**config.mk**
```make
export PLATFORM = sky130hd
export DESIGN_NAME = rr_arbiter_8_flat
export DESIGN_NICKNAME = d
export VERILOG_FILES = /design/src/rtl/arb_pkg.sv /design/src/rtl/rr_arbiter_8_if.sv /design/src/rtl/rr_arbiter_8_pick8.sv /design/src/rtl/rr_arbiter_8.sv /design/src/flat_wrapper.sv
export SDC_FILE = /design/constraint.sdc
export NUM_CORES = 1
export LEC_CHECK = 0
export ABC_AREA = 1
export ABC_CLOCK_PERIOD_IN_PS = 5600
export CAP_MARGIN = 5
export CORE_ASPECT_RATIO = 1.25
export CORE_MARGIN = 8
export CORE_UTILIZATION = 54
export CTS_CLUSTER_SIZE = 25
export DETAILED_ROUTE_END_ITERATION = 8
export GPL_TIMING_DRIVEN = 1
export PLACE_DENSITY = 0.8
export SYNTH_ARGS = -nofsm -noshare
export SYNTH_HDL_FRONTEND = slang
export SYNTH_SLANG_ARGS = --single-unit
```
**constraint.sdc**
```tcl
create_clock -name clk -period 5.6 [get_ports clk]
set_clock_uncertainty 0.1 [all_clocks]
set_input_delay 0.56 -clock clk [delete_from_list [all_inputs] [get_ports clk]]
set_output_delay 0.56 -clock clk [all_outputs]
set_load 0.03 [all_outputs]
```
**src/rtl/arb_pkg.sv**
```systemverilog
// Shared definitions for the 8-way round-robin arbiter: sizes, FSM encoding, defaults.
package arb_pkg;
    localparam int N_REQ        = 8;
    localparam int IDX_W        = 3;
    localparam int HOLD_MAX_DEF = 16;

    typedef enum logic {
        IDLE  = 1'b0,
        GRANT = 1'b1
    } arb_state_e;
endpackage

```
**src/rtl/rr_arbiter_8_if.sv**
```systemverilog
// Client-side bundle of the 8-way arbiter plus FSM/pointer debug taps.
interface rr_arbiter_8_if;
    import arb_pkg::*;

    // Handshake: req[i] is level-sensitive and held until served; a grant is
    // live while grant_valid=1 and ends on done=1 or when req[grant_idx] drops.
    // done is only meaningful while grant_valid=1.
    logic [N_REQ-1:0] req;
    logic             done;
    logic [N_REQ-1:0] grant;
    logic [IDX_W-1:0] grant_idx;
    logic             grant_valid;
    logic             timeout;
    arb_state_e       state_dbg;
    logic [IDX_W-1:0] ptr_dbg;

    modport master (
        output req, done,
        input  grant, grant_idx, grant_valid, timeout, state_dbg, ptr_dbg
    );

    modport slave (
        input  req, done,
        output grant, grant_idx, grant_valid, timeout, state_dbg, ptr_dbg
    );
endinterface

```
**src/rtl/rr_arbiter_8_pick8.sv**
```systemverilog
// Combinational round-robin pick: first set request at or after ptr, wrapping 7->0.
module rr_pick8
    import arb_pkg::*;
(
    input  logic [N_REQ-1:0] req,
    input  logic [IDX_W-1:0] ptr,
    output logic [IDX_W-1:0] winner,
    output logic             any
);
    logic [N_REQ-1:0] rot;
    logic [IDX_W-1:0] enc;

    // rot[0] is the client at ptr, so the lowest set bit is the fairest pick.
    always_comb begin
        rot = '0;
        for (int i = 0; i < N_REQ; i++) begin
            rot[i] = req[IDX_W'(i) + ptr];
        end
    end

    always_comb begin
        enc = '0;
        for (int i = N_REQ - 1; i >= 0; i--) begin
            if (rot[i]) enc = IDX_W'(i);
        end
    end

    assign winner = enc + ptr;
    assign any    = |req;
endmodule

```
**src/rtl/rr_arbiter_8.sv**
```systemverilog
// 8-requester round-robin arbiter with registered index/one-hot grant.
// Optional forced release after HOLD_MAX cycles when ARB_TIMEOUT_EN is defined.
module rr_arbiter_8
    import arb_pkg::*;
#(
    parameter int HOLD_MAX = HOLD_MAX_DEF,
    parameter int CNT_W    = 8
) (
    input  logic           clk,
    input  logic           reset_n,
    rr_arbiter_8_if.slave  bus
);
    if (HOLD_MAX < 2 || HOLD_MAX > 255 || (2 ** CNT_W) <= HOLD_MAX) begin : g_bad_cfg
        $error("rr_arbiter_8: HOLD_MAX must be 2..255 and fit in CNT_W bits");
    end

    arb_state_e       state_q, state_d;
    logic [IDX_W-1:0] ptr_q, ptr_d;
    logic [IDX_W-1:0] idx_q, idx_d;
    logic             gv_q, gv_d;
    logic [N_REQ-1:0] grant_q, grant_d;
    logic             to_q, to_d;

    logic [IDX_W-1:0] winner;
    logic             any;
    logic             rel_done, rel_drop, rel_to, release_now;

    rr_pick8 u_pick (
        .req    (bus.req),
        .ptr    (ptr_q),
        .winner (winner),
        .any    (any)
    );

    assign rel_done    = bus.done;
    assign rel_drop    = ~bus.req[idx_q];
    assign release_now = rel_done | rel_drop | rel_to;

`ifdef ARB_TIMEOUT_EN
    logic [CNT_W-1:0] cnt_q, cnt_d;

    assign rel_to = (cnt_q == CNT_W'(HOLD_MAX - 1));

    always_comb begin
        cnt_d = '0;
        if (state_q == GRANT && !release_now) begin
            cnt_d = (cnt_q == '1) ? cnt_q : cnt_q + 1'b1;
        end
    end

    always_ff @(posedge clk or negedge reset_n) begin
        if (!reset_n) cnt_q <= '0;
        else          cnt_q <= cnt_d;
    end
`else
    assign rel_to = 1'b0;
`endif

    // State register together with the registered outputs it drives.
    always_ff @(posedge clk or negedge reset_n) begin
        if (!reset_n) begin
            state_q <= IDLE;
            ptr_q   <= '0;
            idx_q   <= '0;
            gv_q    <= 1'b0;
            grant_q <= '0;
            to_q    <= 1'b0;
        end else begin
            state_q <= state_d;
            ptr_q   <= ptr_d;
            idx_q   <= idx_d;
            gv_q    <= gv_d;
            grant_q <= grant_d;
            to_q    <= to_d;
        end
    end

    always_comb begin
        state_d = state_q;
        case (state_q)
            IDLE:    if (any)         state_d = GRANT;
            GRANT:   if (release_now) state_d = IDLE;
            default:                  state_d = IDLE;
        endcase
    end

    always_comb begin
        ptr_d   = ptr_q;
        idx_d   = idx_q;
        gv_d    = gv_q;
        grant_d = grant_q;
        to_d    = 1'b0;
        case (state_q)
            IDLE: begin
                if (any) begin
                    idx_d   = winner;
                    gv_d    = 1'b1;
                    grant_d = N_REQ'(1) << winner;
                end
            end
            GRANT: begin
                if (release_now) begin
                    gv_d    = 1'b0;
                    grant_d = '0;
                    ptr_d   = idx_q + 1'b1;
                    // Only a pure hold-limit release is reported as a timeout.
                    to_d    = rel_to & ~rel_done & ~rel_drop;
                end
            end
            default: begin
                gv_d    = 1'b0;
                grant_d = '0;
            end
        endcase
    end

    assign bus.grant       = grant_q;
    assign bus.grant_idx   = idx_q;
    assign bus.grant_valid = gv_q;
    assign bus.timeout     = to_q;
    assign bus.state_dbg   = state_q;
    assign bus.ptr_dbg     = ptr_q;
endmodule

```
**src/flat_wrapper.sv**
```systemverilog
// flat-port wrapper written by rule: the top's interface ports become plain ports
module rr_arbiter_8_flat import arb_pkg::*;
#(
    parameter int HOLD_MAX = HOLD_MAX_DEF,
    parameter int CNT_W    = 8
)
  (clk, reset_n, bus_req, bus_done, bus_grant, bus_grant_idx, bus_grant_valid, bus_timeout, bus_state_dbg, bus_ptr_dbg);
  rr_arbiter_8_if bus_i ();
  input  logic clk;
  input  logic reset_n;
  input wire logic [$bits(bus_i.req)-1:0] bus_req;
  input wire logic [$bits(bus_i.done)-1:0] bus_done;
  output wire logic [$bits(bus_i.grant)-1:0] bus_grant;
  output wire logic [$bits(bus_i.grant_idx)-1:0] bus_grant_idx;
  output wire logic [$bits(bus_i.grant_valid)-1:0] bus_grant_valid;
  output wire logic [$bits(bus_i.timeout)-1:0] bus_timeout;
  output wire logic [$bits(bus_i.state_dbg)-1:0] bus_state_dbg;
  output wire logic [$bits(bus_i.ptr_dbg)-1:0] bus_ptr_dbg;
  assign bus_i.req = bus_req;
  assign bus_i.done = bus_done;
  assign bus_grant = bus_i.grant;
  assign bus_grant_idx = bus_i.grant_idx;
  assign bus_grant_valid = bus_i.grant_valid;
  assign bus_timeout = bus_i.timeout;
  assign bus_state_dbg = bus_i.state_dbg;
  assign bus_ptr_dbg = bus_i.ptr_dbg;
  rr_arbiter_8 #(.HOLD_MAX(HOLD_MAX), .CNT_W(CNT_W)) u_core (.clk(clk), .reset_n(reset_n), .bus(bus_i));
endmodule
```
# Word-level counts from Yosys, hierarchy flattened

Index checks and enable logic that the tools add are counted.
W data, S select, Z words.

Register bits after elaboration: 16
Output and inout bits: 17

Add/sub/neg operators: 9
Order comparisons: 9
Equality and inequality tests: 2
Shift operators: 1
Mux-type cells: 35
Bitwise logic cells: 3
Reduce and logical (&&, ||, !) cells: 4

Operators by type and width:

| cell                  | count |
|---|---|
| $lt A3 B4 Y1 const B  | 9 |
| $bmux W1 S3           | 9 |
| $mux W3               | 8 |
| $mux W8               | 2 |
| $pmux W8 S2           | 1 |
| $mux W1               | 13 |
| $add A3 B3 Y3 const A | 4 |
| $reduce_or A8 Y1      | 1 |
| $shl A1 B3 Y8 const A | 1 |
| $add A2 B3 Y3 const A | 2 |
| $reduce_and A2 Y1     | 3 |
| $pmux W1 S2           | 2 |
| $add A1 B3 Y3 const A | 1 |
| $add A3 B1 Y3 const B | 1 |
| $add A3 B3 Y3         | 1 |
| $ne A2 B1 Y1 const B  | 1 |
| $ne A2 B2 Y1 const B  | 1 |
| $not A1 Y1            | 2 |
| $or A1 B1 Y1          | 1 |

# Depth between registers and ports, before layout

Word-level depth: 15
Depth in mapped cells: 21
Depth with buffers taken out: 20

# By module

Synthesis repeated with hierarchy kept, for this count alone.

Cell total of the unflattened synthesis: 208
Area total of the unflattened synthesis: 1,411.4 µm²

By module, submodules not included:

| module       | times used | cells each | area each (µm²) | sequential area each (µm²) |
|---|---|---|---|---|
| rr_arbiter_8 | 1          | 101        | 840.8           | 400.4 |
| rr_pick8     | 1          | 107        | 570.5           | 0.0 |

# Worst setup path after synthesis

No wires, ideal clock.

Kind: register to register
Start point: reg u_core.ptr_q[0] (netlist: u_core.bus.ptr_dbg[0])
End point: reg u_core.grant_q[7] (netlist: u_core.bus.grant[7])
Setup time: 0.117 ns
Arrival: 2.922 ns
Setup slack: 2.461 ns
Stages on the path, launching flop included: 22
Path through: dfrtp_1 -> buf_6 -> inv_6 -> ha_1 -> inv_1 -> nand3_1 -> nand3_1 -> nand2_1 -> inv_1 -> a21oi_1 -> o21bai_1 -> a21oi_1 -> ha_1 -> inv_1 -> fa_1 -> xor2_1 -> inv_1 -> nand3_2 -> nand2_4 -> inv_2 -> nand2_1 -> nand2_1

Longest elaborated chain between the ends: 15
Elaborated cells between the ends (all ways): 35
Those cells by class: add/sub (8); shift (1); mux (26)

Ends and longest elaborated chain:

| item                          | line                     | RTL |
|---|---|---|
| start: declaration            | rr_arbiter_8.sv:18       | `logic [IDX_W-1:0] ptr_q, ptr_d;` |
| start signal: assignment      | rr_arbiter_8.sv:70       | `ptr_q <= ptr_d;` |
| $add A3 B3 Y3                 | rr_arbiter_8_pick8.sv:17 | `rot[i] = req[IDX_W'(i) + ptr];` |
| $bmux W1 S3                   | rr_arbiter_8_pick8.sv:17 |  |
| $mux W1 (not written as such) | rr_arbiter_8_pick8.sv:17 |  |
| $mux W3 (8 in a row)          | rr_arbiter_8_pick8.sv:24 | `if (rot[i]) enc = IDX_W'(i);` |
| $add A3 B3 Y3 (*)             | rr_arbiter_8_pick8.sv:28 | `assign winner = enc + ptr;` |
| $shl A1 B3 Y8 (*)             | rr_arbiter_8.sv:98       | `grant_d = N_REQ'(1) << winner;` |
| $mux W8 (*)                   | rr_arbiter_8.sv:95       | `if (any) begin` |
| $pmux W8 S2 (*)               | rr_arbiter_8.sv:93       | `case (state_q)` |
| end signal: assignment        | rr_arbiter_8.sv:73       | `grant_q <= grant_d;` |
| end: declaration              | rr_arbiter_8.sv:21       | `logic [N_REQ-1:0] grant_q, grant_d;` |

Mark *: on every way between the ends. The rest lies on a longest branch, timed or not. The select of a mux whose other input is x is not followed.
A chain may end at the register's enable or synchronous reset.

# Worst setup path after layout

Start point: reg u_core.ptr_q[1] (netlist: u_core.bus.ptr_dbg[1])
End point: reg u_core.grant_q[7] (netlist: u_core.bus.grant[7])

The elaborated chain is that of the path after synthesis.

==> qor.yml <==
final_layout:
  fin_nets: 251
  antenna_cells: 0
  layout_commonest_cell: "nand2_1"
  nFillCells: 248
  final_cell_mix: "nand2_1, clkdlybuf4s50_1, nand3_1, nor2_1, dfrtp_1"
  drive_gt1_share_pct: 14.5
  area_growth_pct: 21.1
synthesis:
  yosys.area.top_type_share_pct: 28.5
  yosysTopAreaCell: "dfrtp_1"
  synth_area_mm2: 0.00140
  synth-seq-area-share_pct: 28.5
  syn_inst: 208
  yosys_warnings: 0
  synth_fp_nets: 224
  synth_seq_cells: 16
  synth_area_leaders: "dfrtp_1, nand2_1, nand3_1"
  netlist-cell-type-count: 28
  syn_avg_cell_area_um2: 6.75
min_path:
  hold_path.class: "flip-flop to flip-flop"
  whs_path_depth: 2
drt:
  routedWlPerCell_um: 13.1
  drtAntennaViolNets: 0
  vias: 1416
  first_pass_iters: 4
  drc: 0
  wl_mm: 3.49
  post_drt_via_cell_ratio: 5.30
  first_iter_violations: 77
clock_network:
  cts_tree: "done"
  cts.reportedPaths.clkPinSlew_ns: 0.10
  post_cts_buffers: 0
  postCtsHoldBufs: 0
  cts.htree.levels: 1
  cts.sinks: 16
  numCtsBuffers: 3
  clock-root-buffer: "clkbuf_4"
  post_cts_resized: 0
  clk_latency_ns: 0.29
  clock_path_buffers: 2
sta:
  rsz0062_at_grt: "no"
  holdWs_ns: 0.389
  slew-limit-headroom_pct: 54.8
  final-setup-viol-count: 0
  tightest_slew_ns: 0.676
  fin_crit_sh_pct: 61.9
  finalMaxSlewViolations: 0
  fmax_ghz: 0.288
  final.setup.tns_ns: 0
  period_minus_slack_ns: 3.47
  hold_viol: 0
critical_path:
  worstPathRequired_ns: 5.69
  crit_chain: "inv_2, ha_1, inv_1, nand3_1, nand3_1, nand2_1, nand2_1, a21oi_1, o21bai_1, a21oi_1, ha_1, inv_1, fa_1, xor2_1, inv_1, nand3_2, nand2_4, inv_2, nand2_1, nand2_1"
  cpMostUsedCell: "nand2_1"
  crit_fanout: 9
  critPathCaptureType: "flip-flop"
  rr_worst_depth: 20
  cpMaxStageDelayCell: "dfrtp_1"
  path_class: "flip-flop to flip-flop"
  start_kind: "flip-flop"
  arrival_ns: 3.56
  max_stage_delay_ns: 0.60
global_route:
  grt.overflow.total: 0
  gr-usage-all-layers_pct: 16.7
  grt_pass1_vias: 1459
  antenna_found_initial: 0
  grt_max_degree: 17
  grt_pass1_wl_mm: 6.04
place:
  io_buffer_count: 26
  hpwl_mm: 2.83
  gp_congestion: 0.891
floorplanning:
  io_pins: 28
  initial_core_util_pct: 57.2
  fp.dieH_um: 73.0
  coreArea_mm2: 0.00245
  num_rows: 20
  die_area_mm2: 0.00450
  dieWidth_um: 61.6
flow_run:
  cap_violations: 0
run_status:
  status: "finished, final reports clean"
-- metal layers --
metal | routed length, um | GRT usage (%) | vias up
li1 | - | - | 719
met1 | 1420 | 18.0 | 652
met2 | 1840 | 30.2 | 34
met3 | 143 | 2.29 | 11
met4 | 85 | 7.36 | 0
met5 | 0 | 0 | -
-- critical path, delay by kind of cell, from the launching register on --
family | cells | cell delay [ns]
DFF | 1 | 0.60
xor gates and xnor gates | 1 | 0.17
and+or+nand+nor | 8 | 0.75
buffers and inverters | 5 | 0.48
adders and majority gates | 3 | 0.93
AOI/OAI and AO/OA | 3 | 0.35
-- sequential cells by signal, summed over array words and instances, names as in the netlist --
signal and count:
u_core.bus.grant 8, u_core.bus.grant_idx 3, u_core.bus.grant_valid 1, u_core.bus.ptr_dbg 3
u_core.bus.state_dbg 1
-- kinds of logic after synthesis --
group                      share of synthesized area [%]
AOI/OAI and AO/OA                                   7.66
DFF                                                 28.5
xor gates and xnor gates                            4.28
other                                              0.267
adders and majority gates                           4.99
buffers and inverters                               8.38
and+or+nand+nor                                     45.9
-- layout make-up --
cell class,instances,area [um^2],area share (%)
Clock buffer,4,36.3,2.13
Tap cell,33,41.3,2.43
Inverter,19,76.3,4.49
Sequential cell,16,400,23.5
Multi-Input combinational cell,169,886,52.1
Timing Repair Buffer,26,260,15.3
-- synth_stat cells --
cell type  instances
nor2_1            18
nand3_1           20
nand3_2            5
inv_2              4
dfrtp_1           16
nand2_2           13
fa_1               1
a21oi_1            4
ha_1               4
nand3b_1           1
buf_4              1
inv_6              1
conb_1             1
nor2_2             2
xor2_1             2
nor3_1             2
nand2_1           73
o211ai_1           2
buf_6              3
xor2_2             1
o21ai_0            8
o21bai_1           2
xnor2_1            3
o21ai_2            2
nand4_1            3
inv_1             14
nand2_4            1
nor2_4             1
-- stage by stage --
stage | utilization, % | area (um^2) | std cells | setup slack [ns]
final | 69.3 | 1700 | 267 | 2.13
after global routing | 69.3 | 1700 | 267 | 1.82
after CTS | 69.3 | 1700 | 267 | 2.09
after detailed placement | 67.9 | 1660 | 263 | 2.10
after global placement | 67.9 | 1660 | 263 | 2.21
after floorplan | - | 1400 | 208 | 2.46
-- path summary, 6_finish.rpt --
kind,startpoint,slack [ns],to
worst max-delay path,u_core.bus.ptr_dbg[1],2.13,u_core.bus.grant[7]
worst min-delay path,u_core.bus.grant[6],0.39,u_core.bus.grant[6]
worst max register to register,u_core.bus.ptr_dbg[1],2.13,u_core.bus.grant[7]
worst min register to register,u_core.bus.grant[6],0.39,u_core.bus.grant[6]
max in group asynchronous,reset_n,4.39,u_core.bus.state_dbg
min in group asynchronous,reset_n,0.57,u_core.bus.grant[6]
Power is not shown: default switching activity piles up to over one toggle a cycle in this logic, so the estimate is an artifact.
